### config.mk
export PLATFORM = sky130hd
export DESIGN_NAME = mem_arbiter
export DESIGN_NICKNAME = d
export VERILOG_FILES = /design/src/rtl/mem_arbiter.sv
export SDC_FILE = /design/constraint.sdc
export NUM_CORES = 1
export LEC_CHECK = 0
export ABC_AREA = 1
export CAP_MARGIN = 15
export CORE_AREA = 2 2 106 108
export CTS_BUF_LIST = sky130_fd_sc_hd__clkbuf_4
export DETAILED_ROUTE_END_ITERATION = 8
export DIE_AREA = 0 0 108 110
export GPL_TIMING_DRIVEN = 0
export HOLD_SLACK_MARGIN = 0.1
export PLACE_DENSITY = 0.83
export SLEW_MARGIN = 20
export SYNTH_ARGS = -nofsm -noshare
export SYNTH_HDL_FRONTEND = slang
export SYNTH_SLANG_ARGS = --single-unit
### constraint.sdc
create_clock -name clk -period 2.9 [get_ports clk]
set_clock_uncertainty 0.1 [all_clocks]
set_input_delay 0.58 -clock clk [delete_from_list [all_inputs] [get_ports clk]]
set_output_delay 0.58 -clock clk [all_outputs]
set_load 0.01 [all_outputs]
### src/rtl/mem_arbiter.sv
// mem_arbiter
// Two-port arbiter that shares one single-ported memory between an
// instruction-fetch port (i*) and a data load/store port (d*).
//
// Ports
//   clk, resetn          clock (rising edge), asynchronous active-low reset
//   iReq, iAddr          fetch request and byte address
//   iRData, iDone        fetch data (valid while iDone) and completion pulse
//   dReq, dAddr          data request and byte address
//   dWData, dWMask       store data and byte mask (mask 0 = load)
//   dRData, dDone        load data (valid while dDone) and completion pulse
//   memAddr, memRstrb    shared-memory address and read strobe
//   memWData, memWMask   shared-memory write data and byte write mask
//   memRData             memory read data, valid the cycle after the strobe edge
//   busy                 high whenever an access is in flight
//   dbgState             current FSM state (0 idle, 1 issue, 2 resp)
//
// Handshake: a requester raises Req with stable fields and keeps it high
// until its Done pulse. Done is high for exactly one cycle and read data is
// valid only in that cycle. A Req still high in the cycle after Done is a
// new request. Request fields are captured at the grant edge, so later
// changes have no effect on the access in flight.
//
// Every access takes IDLE (arbitrate) -> ISSUE (drive memory) -> RESP (Done).
module mem_arbiter #(
    parameter int RR = 1  // 1: round-robin on ties, 0: data port wins ties
) (
    input  logic        clk,
    input  logic        resetn,
    input  logic        iReq,
    input  logic [31:0] iAddr,
    output logic [31:0] iRData,
    output logic        iDone,
    input  logic        dReq,
    input  logic [31:0] dAddr,
    input  logic [31:0] dWData,
    input  logic [3:0]  dWMask,
    output logic [31:0] dRData,
    output logic        dDone,
    output logic [31:0] memAddr,
    output logic        memRstrb,
    output logic [31:0] memWData,
    output logic [3:0]  memWMask,
    input  logic [31:0] memRData,
    output logic        busy,
    output logic [1:0]  dbgState
);

    typedef enum logic [1:0] {
        IDLE  = 2'd0,
        ISSUE = 2'd1,
        RESP  = 2'd2
    } state_t;

    state_t state;
    logic   grantD;  // port owning the current access: 1 = data, 0 = instruction
    logic   lastD;   // port granted most recently, drives round-robin ties
    logic   pickD;   // arbitration result for the current IDLE cycle

    // Without a tie the requesting port wins; on a tie the data port wins
    // unless round-robin is enabled and it was also the last one served.
    always_comb begin
        pickD = 1'b0;
        if (dReq) begin
            pickD = !iReq || (RR == 0) || !lastD;
        end
    end

    always_ff @(posedge clk or negedge resetn) begin
        if (!resetn) begin
            state    <= IDLE;
            grantD   <= 1'b0;
            lastD    <= 1'b0;
            memAddr  <= '0;
            memWData <= '0;
            memWMask <= '0;
            memRstrb <= 1'b0;
            iDone    <= 1'b0;
            dDone    <= 1'b0;
            busy     <= 1'b0;
        end else begin
            case (state)
                IDLE: begin
                    if (iReq || dReq) begin
                        grantD   <= pickD;
                        lastD    <= pickD;
                        // The memory-side registers double as the request latch.
                        memAddr  <= pickD ? dAddr : iAddr;
                        memWData <= pickD ? dWData : 32'h0;
                        memWMask <= pickD ? dWMask : 4'h0;
                        memRstrb <= !pickD || (dWMask == 4'h0);
                        busy     <= 1'b1;
                        state    <= ISSUE;
                    end
                end
                ISSUE: begin
                    // The memory acts on this edge; the response arrives in RESP.
                    memAddr  <= '0;
                    memWData <= '0;
                    memWMask <= '0;
                    memRstrb <= 1'b0;
                    iDone    <= !grantD;
                    dDone    <= grantD;
                    state    <= RESP;
                end
                RESP: begin
                    iDone <= 1'b0;
                    dDone <= 1'b0;
                    busy  <= 1'b0;
                    state <= IDLE;
                end
                default: begin
                    memAddr  <= '0;
                    memWData <= '0;
                    memWMask <= '0;
                    memRstrb <= 1'b0;
                    iDone    <= 1'b0;
                    dDone    <= 1'b0;
                    busy     <= 1'b0;
                    state    <= IDLE;
                end
            endcase
        end
    end

    // Read data is a straight pass-through from the memory during RESP only.
    assign iRData   = (state == RESP && !grantD) ? memRData : 32'h0;
    assign dRData   = (state == RESP &&  grantD) ? memRData : 32'h0;
    assign dbgState = state;

endmodule

; Word-level counts from Yosys, hierarchy flattened
; Cells that the tools add are included.
[classes]
addsub = 0
mul = 0
div_mod_pow = 0
n_lt_le_gt_ge = 0
n_eq_ne = 3
shifts = 0
n_mux = 20
bitwise = 2
reduce_logical = 13
[op_table]
columns = op, n
row1 = 32-bit 2-to-1 mux, 6
row2 = 32-bit one-hot mux with 2 select lines, 2
row3 = 4-bit 2-to-1 mux, 2
row4 = 1-bit one-hot mux with 2 select lines, 4
row5 = 4-bit one-hot mux with 2 select lines, 1
row6 = 2-bit AND reduction, 3
row7 = 4-bit logical NOT, 1
row8 = 2-bit one-hot mux with 2 select lines, 1
row9 = 1-bit logical NOT, 3
row10 = 1-bit logical OR, 3
row11 = 1-bit 2-to-1 mux, 3
row12 = "2-bit by 1-bit equality test with 1-bit output, second input constant", 1
row13 = "2-bit equality test, second input constant", 1
row14 = 1-bit logical AND, 2
row15 = 2-bit logical NOT, 1
row16 = 2-bit 2-to-1 mux, 1
row17 = "2-bit inequality test, second input constant", 1
row18 = 1-bit inverter, 2
[totals]
reg_bits = 75
latchBits = 0
ramBits = 0
rom_bits = 0
out_inout_bits = 138
word_cells = 47
mem_count = 0

; Longest topological paths before layout
; Gate-level depths: netlist of run 1.
[depth]
word_depth = 7
mapped_depth = 8

; Worst setup path before layout of run 1
; Ideal clock, no wire load.
[synth_timing]
path_kind = reg-to-output
from = reg state[0] (netlist: dbgState[0])
to = out iRData[10]
arrival_ps = 1078
required_ps = 2220
slack_ps = 1142
stages_incl_launch_ff = 5
n_path_buf = 1
cell_sequence = dfrtp_1 > inv_1 > nand3_1 > clkbuf_1 > nor2_1
[synth_via]
elab_chain_cells = 3
[synth_rtl]
columns = item, line
row1 = "start, declared", 55  ; state_t state;
row2 = "start signal, assigned", 71  ; state <= IDLE;
row3 = "start signal, assigned", 93  ; state <= ISSUE;
row4 = "start signal, assigned", 104  ; state <= RESP;
row5 = 2-bit equality test, 127  ; assign iRData = (state == RESP && !grantD) ? memRData : 32'h0;
row6 = 1-bit logical AND, 127
row7 = 32-bit 2-to-1 mux, 127
row8 = "end, declared", 32  ; output logic [31:0] iRData,
; No other way between the ends.

; Worst setup path after layout of run 1
[layout_timing]
from = reg state[0] (netlist: dbgState[0])
to = out dRData[3]
[layout_via]
elab_chain_cells = 3
[layout_rtl]
columns = item, line
row1 = 2-bit equality test, 128  ; assign dRData = (state == RESP && grantD) ? memRData : 32'h0;
row2 = 1-bit logical AND, 128
row3 = 32-bit 2-to-1 mux, 128
row4 = "end, declared", 38  ; output logic [31:0] dRData,
; No other way between the ends.

==> flow_summary.json, run 1 <==
{
  "status": "finished, final reports clean",
  "area_used_by_multi_input_combinational_logic_um2": 1480,
  "timing.slew.headroom_pct": 69.0,
  "setup_viol_count_final": 0,
  "clock_tree_from_tritoncts": "built",
  "cellLeakagePower_nw": 3.63,
  "postRouteWirelength_um": 12800,
  "core_area_um2": 10700,
  "final.fill_count": 948,
  "drt_pass1_iterations": 5,
  "grt_pass1_wl_um": 20100,
  "type_of_element_capturing_the_critical_path": "output pin",
  "timing_max_transition_violations_final": 0,
  "routabilityCongestion": 0.849,
  "sw_frac_of_total_pct": 38.8,
  "ys_seq_elements": 75,
  "required_ns": 2.22,
  "track_usage_pct": 21.6,
  "final-seq-area_um2": 1880,
  "maxClockFrequency_mhz": 365,
  "maximum_number_of_pins_on_one_net_before_global_route_repair": 52,
  "first_iter_violations": 244,
  "final_nets": 986,
  "hold_violations": 0,
  "holdPathStages": 2,
  "grt_pass1_vias": 4269,
  "io_buffer_count": 272,
  "stdcell_area_um2": 6980,
  "p_int_mw": 3.02,
  "cts-root-to-sink-buffers": 2,
  "hpwl_um": 10300,
  "hold_path_end": "memWData[9]",
  "antenna_found_initial": 0,
  "ys_seq_area_share_pct": 48.4,
  "overflow": 0,
  "clock_slew_at_reported_path_ffs_ns": 0.14,
  "p_comb_share_pct": 53.1,
  "post_synth_instance_area_um2": 3880,
  "reg2reg_setup_slack_ns": 1.33,
  "p_per_area_nw_per_um2": 708,
  "die-height_um": 110,
  "vias": 4398,
  "placement_row_count": 38,
  "die_w_um": 108,
  "drcViolationCount": 0,
  "drive_gt1_share_pct": 5.96,
  "synth.area.top_cells": "sky130_fd_sc_hd__dfrtp_1 48%, sky130_fd_sc_hd__nand2_1 21%, sky130_fd_sc_hd__inv_1 9.8%",
  "number_of_warnings_reported_in_the_yosys_synthesis_log": 0,
  "min_period_ns": 2.74,
  "max_slew.worst_pin.slew_ns": 0.465,
  "cts_max_level": 3,
  "part_of_the_total_power_dissipated_in_the_clock_network_pct": 13.9,
  "syn-instance-count": 565,
  "finalCritPeriodShare_pct": 94.5,
  "setup.worst_path.start_class": "flop",
  "worst_ir_drop_vdd_mv": 0.338,
  "cts-root-buf": "sky130_fd_sc_hd__clkbuf_4",
  "synth_commonest_cells": "215 x sky130_fd_sc_hd__nand2_1, 101 x sky130_fd_sc_hd__inv_1, 75 x sky130_fd_sc_hd__dfrtp_1",
  "wl_per_cell_um": 12.9,
  "reg2regPathDepth": 6,
  "cts.sinks": 75,
  "synthesis.nets": 701,
  "crit_fanout": 10,
  "tritoncts.num_buffers": 9,
  "starting_utilization_of_the_core_area_pct": 36.2,
  "grt_setup_unrepaired": "false",
  "max_cap_violations": 0,
  "yosysTopAreaCellShare_pct": 48.4,
  "avgViaCountPerCell": 4.42,
  "ys_async_sr_fraction_pct": 100,
  "seqPwrFrac_pct": 33.1,
  "dpl_cell_area_um2": 6800,
  "hold_ws_ns": 0.386,
  "utilization_pct": 65.2,
  "detail-route-antenna-nets": 0,
  "r2r_end": "memWData[28]",
  "insertedDiodeCount": 0,
  "holdCritStartpoint": "memWData[9]",
  "post-synth-top-area-cell": "sky130_fd_sc_hd__dfrtp_1",
  "die_outline_area_um2": 11900,
  "worst_skew_pair.late_latency_ns": 0.40,
  "crit-reg2reg-launch": "lastD",
  "criticalPathCategory": "reg -> out",
  "fin_total_pwr_mw": 4.94,
  "synth-edff-count": 0,
  "cts_post_setup_buffers_inserted": 0,
  "critical_path_arrival_ns": 2.06,
  "power.switching_mw": 1.92,
  "post-synth-top-count-cell": "sky130_fd_sc_hd__nand2_1",
  "areaGrowthSynthToFinish_pct": 79.9,
  "io_pins": 274,
  "yosys_most_used_dff": "sky130_fd_sc_hd__dfrtp_1",
  "min-delay-path-class": "reg -> reg",
  "synth.avg_cell_area_um2": 6.86,
  "synth_cell_types": 14
}
## state kept, by name (all words and copies together) (netlist names)
signal    flops
memAddr      32
memWData     32
memWMask      4
dbgState      2
busy          1
dDone         1
iDone         1
lastD         1
memRstrb      1
## routing by layer
layer,share of wire [%],GRT usage (%),wire length [um]
met5,0,0,0
met3,7.6,6.17,977
met4,3.5,9.25,449
met1,37,24.0,4760
met2,52,38.9,6630
## power groups by stage
stage | logic, mW | clock network, mW | registers, mW
floorplan | 0.954 | 0 | 1.81
global route | 2.88 | 0.754 | 1.68
finish | 2.62 | 0.684 | 1.63
CTS | 2.65 | 0.706 | 1.63
detailed placement | 2.64 | 0 | 1.64
global placement | 2.61 | 0 | 1.64
## final cells by class
class | count | area share [%]
Timing Repair Buffer | 274 | 39.5
Inverter | 102 | 5.49
Clock buffer | 9 | 0.968
Clock inverter | 7 | 1.17
Multi-Input combinational cell | 359 | 21.2
Tap cell | 140 | 2.51
Sequential cell | 75 | 26.9
Buffer | 29 | 2.26
## worst max-delay path: stages (launching register included)
cell,delay [ns]
sky130_fd_sc_hd__dfrtp_1,0.43
sky130_fd_sc_hd__inv_1,0.15
sky130_fd_sc_hd__nand3_2,0.15
sky130_fd_sc_hd__clkbuf_2,0.23
sky130_fd_sc_hd__nor2_1,0.15
sky130_fd_sc_hd__clkdlybuf4s50_1,0.56
## worst max-delay path by stage
stage                            start          end  slack (ns)  cells after the start
final                      dbgState[0]    dRData[3]        0.16                      5
after global routing       dbgState[0]   iRData[29]        0.02                      5
after CTS                  dbgState[0]   dRData[18]        0.01                      5
after detailed placement  memRData[31]   dRData[31]        0.38                      4
after global placement          resetn  memWData[5]       -1.53                      1
after floorplan            dbgState[0]   iRData[10]        1.14                      4
## cell usage in the layout, fill, tap and decap left out, drive strengths merged
master         synthesis  routed
clkdlybuf4s50          0     271
clkbuf                11      17
nand2                219     219
nor2                  70      70
o21ai                  4       4
buf                   18      23
nand3                 66      66
dlygate4sd3            0       1
clkinv                 0       1
clkinvlp               0       1
dfrtp                 75      75
bufinv                 0       1
inv                  102     106
## cells by family (layout without fill, tap and decap cells)
group	after synthesis	after routing	synth area share, %
simple gates	355	355	37.3
buf+inv	131	421	13.7
compound gates	4	4	0.516
flops	75	75	48.4
## through the flow
| stage | std cells | setup WS [ns] | TNS, ns |
|---|---|---|---|
| after floorplan | 565 | 1.14 | 0 |
| after global placement | 977 | -1.53 | -114.17 |
| after detailed placement | 978 | 0.378 | 0 |
| after CTS | 995 | 0.0122 | 0 |
| after global routing | 995 | 0.0201 | 0 |
| final | 995 | 0.158 | 0 |
## what timing repair did
action,4_1_cts,5_1_grt
resized for setup,1,15
endpoints found under the hold margin,24,0
setup endpoints to repair,1,59
hold buffers,1,0
No activity file was read; power rests on OpenSTA's default activity.
==> inputs of run 2 (changes only) <==
SLEW_MARGIN = default   (was 20)
==> results of run 2 <==
The final DEF is identical to that of run 1; final timing and power are the same.
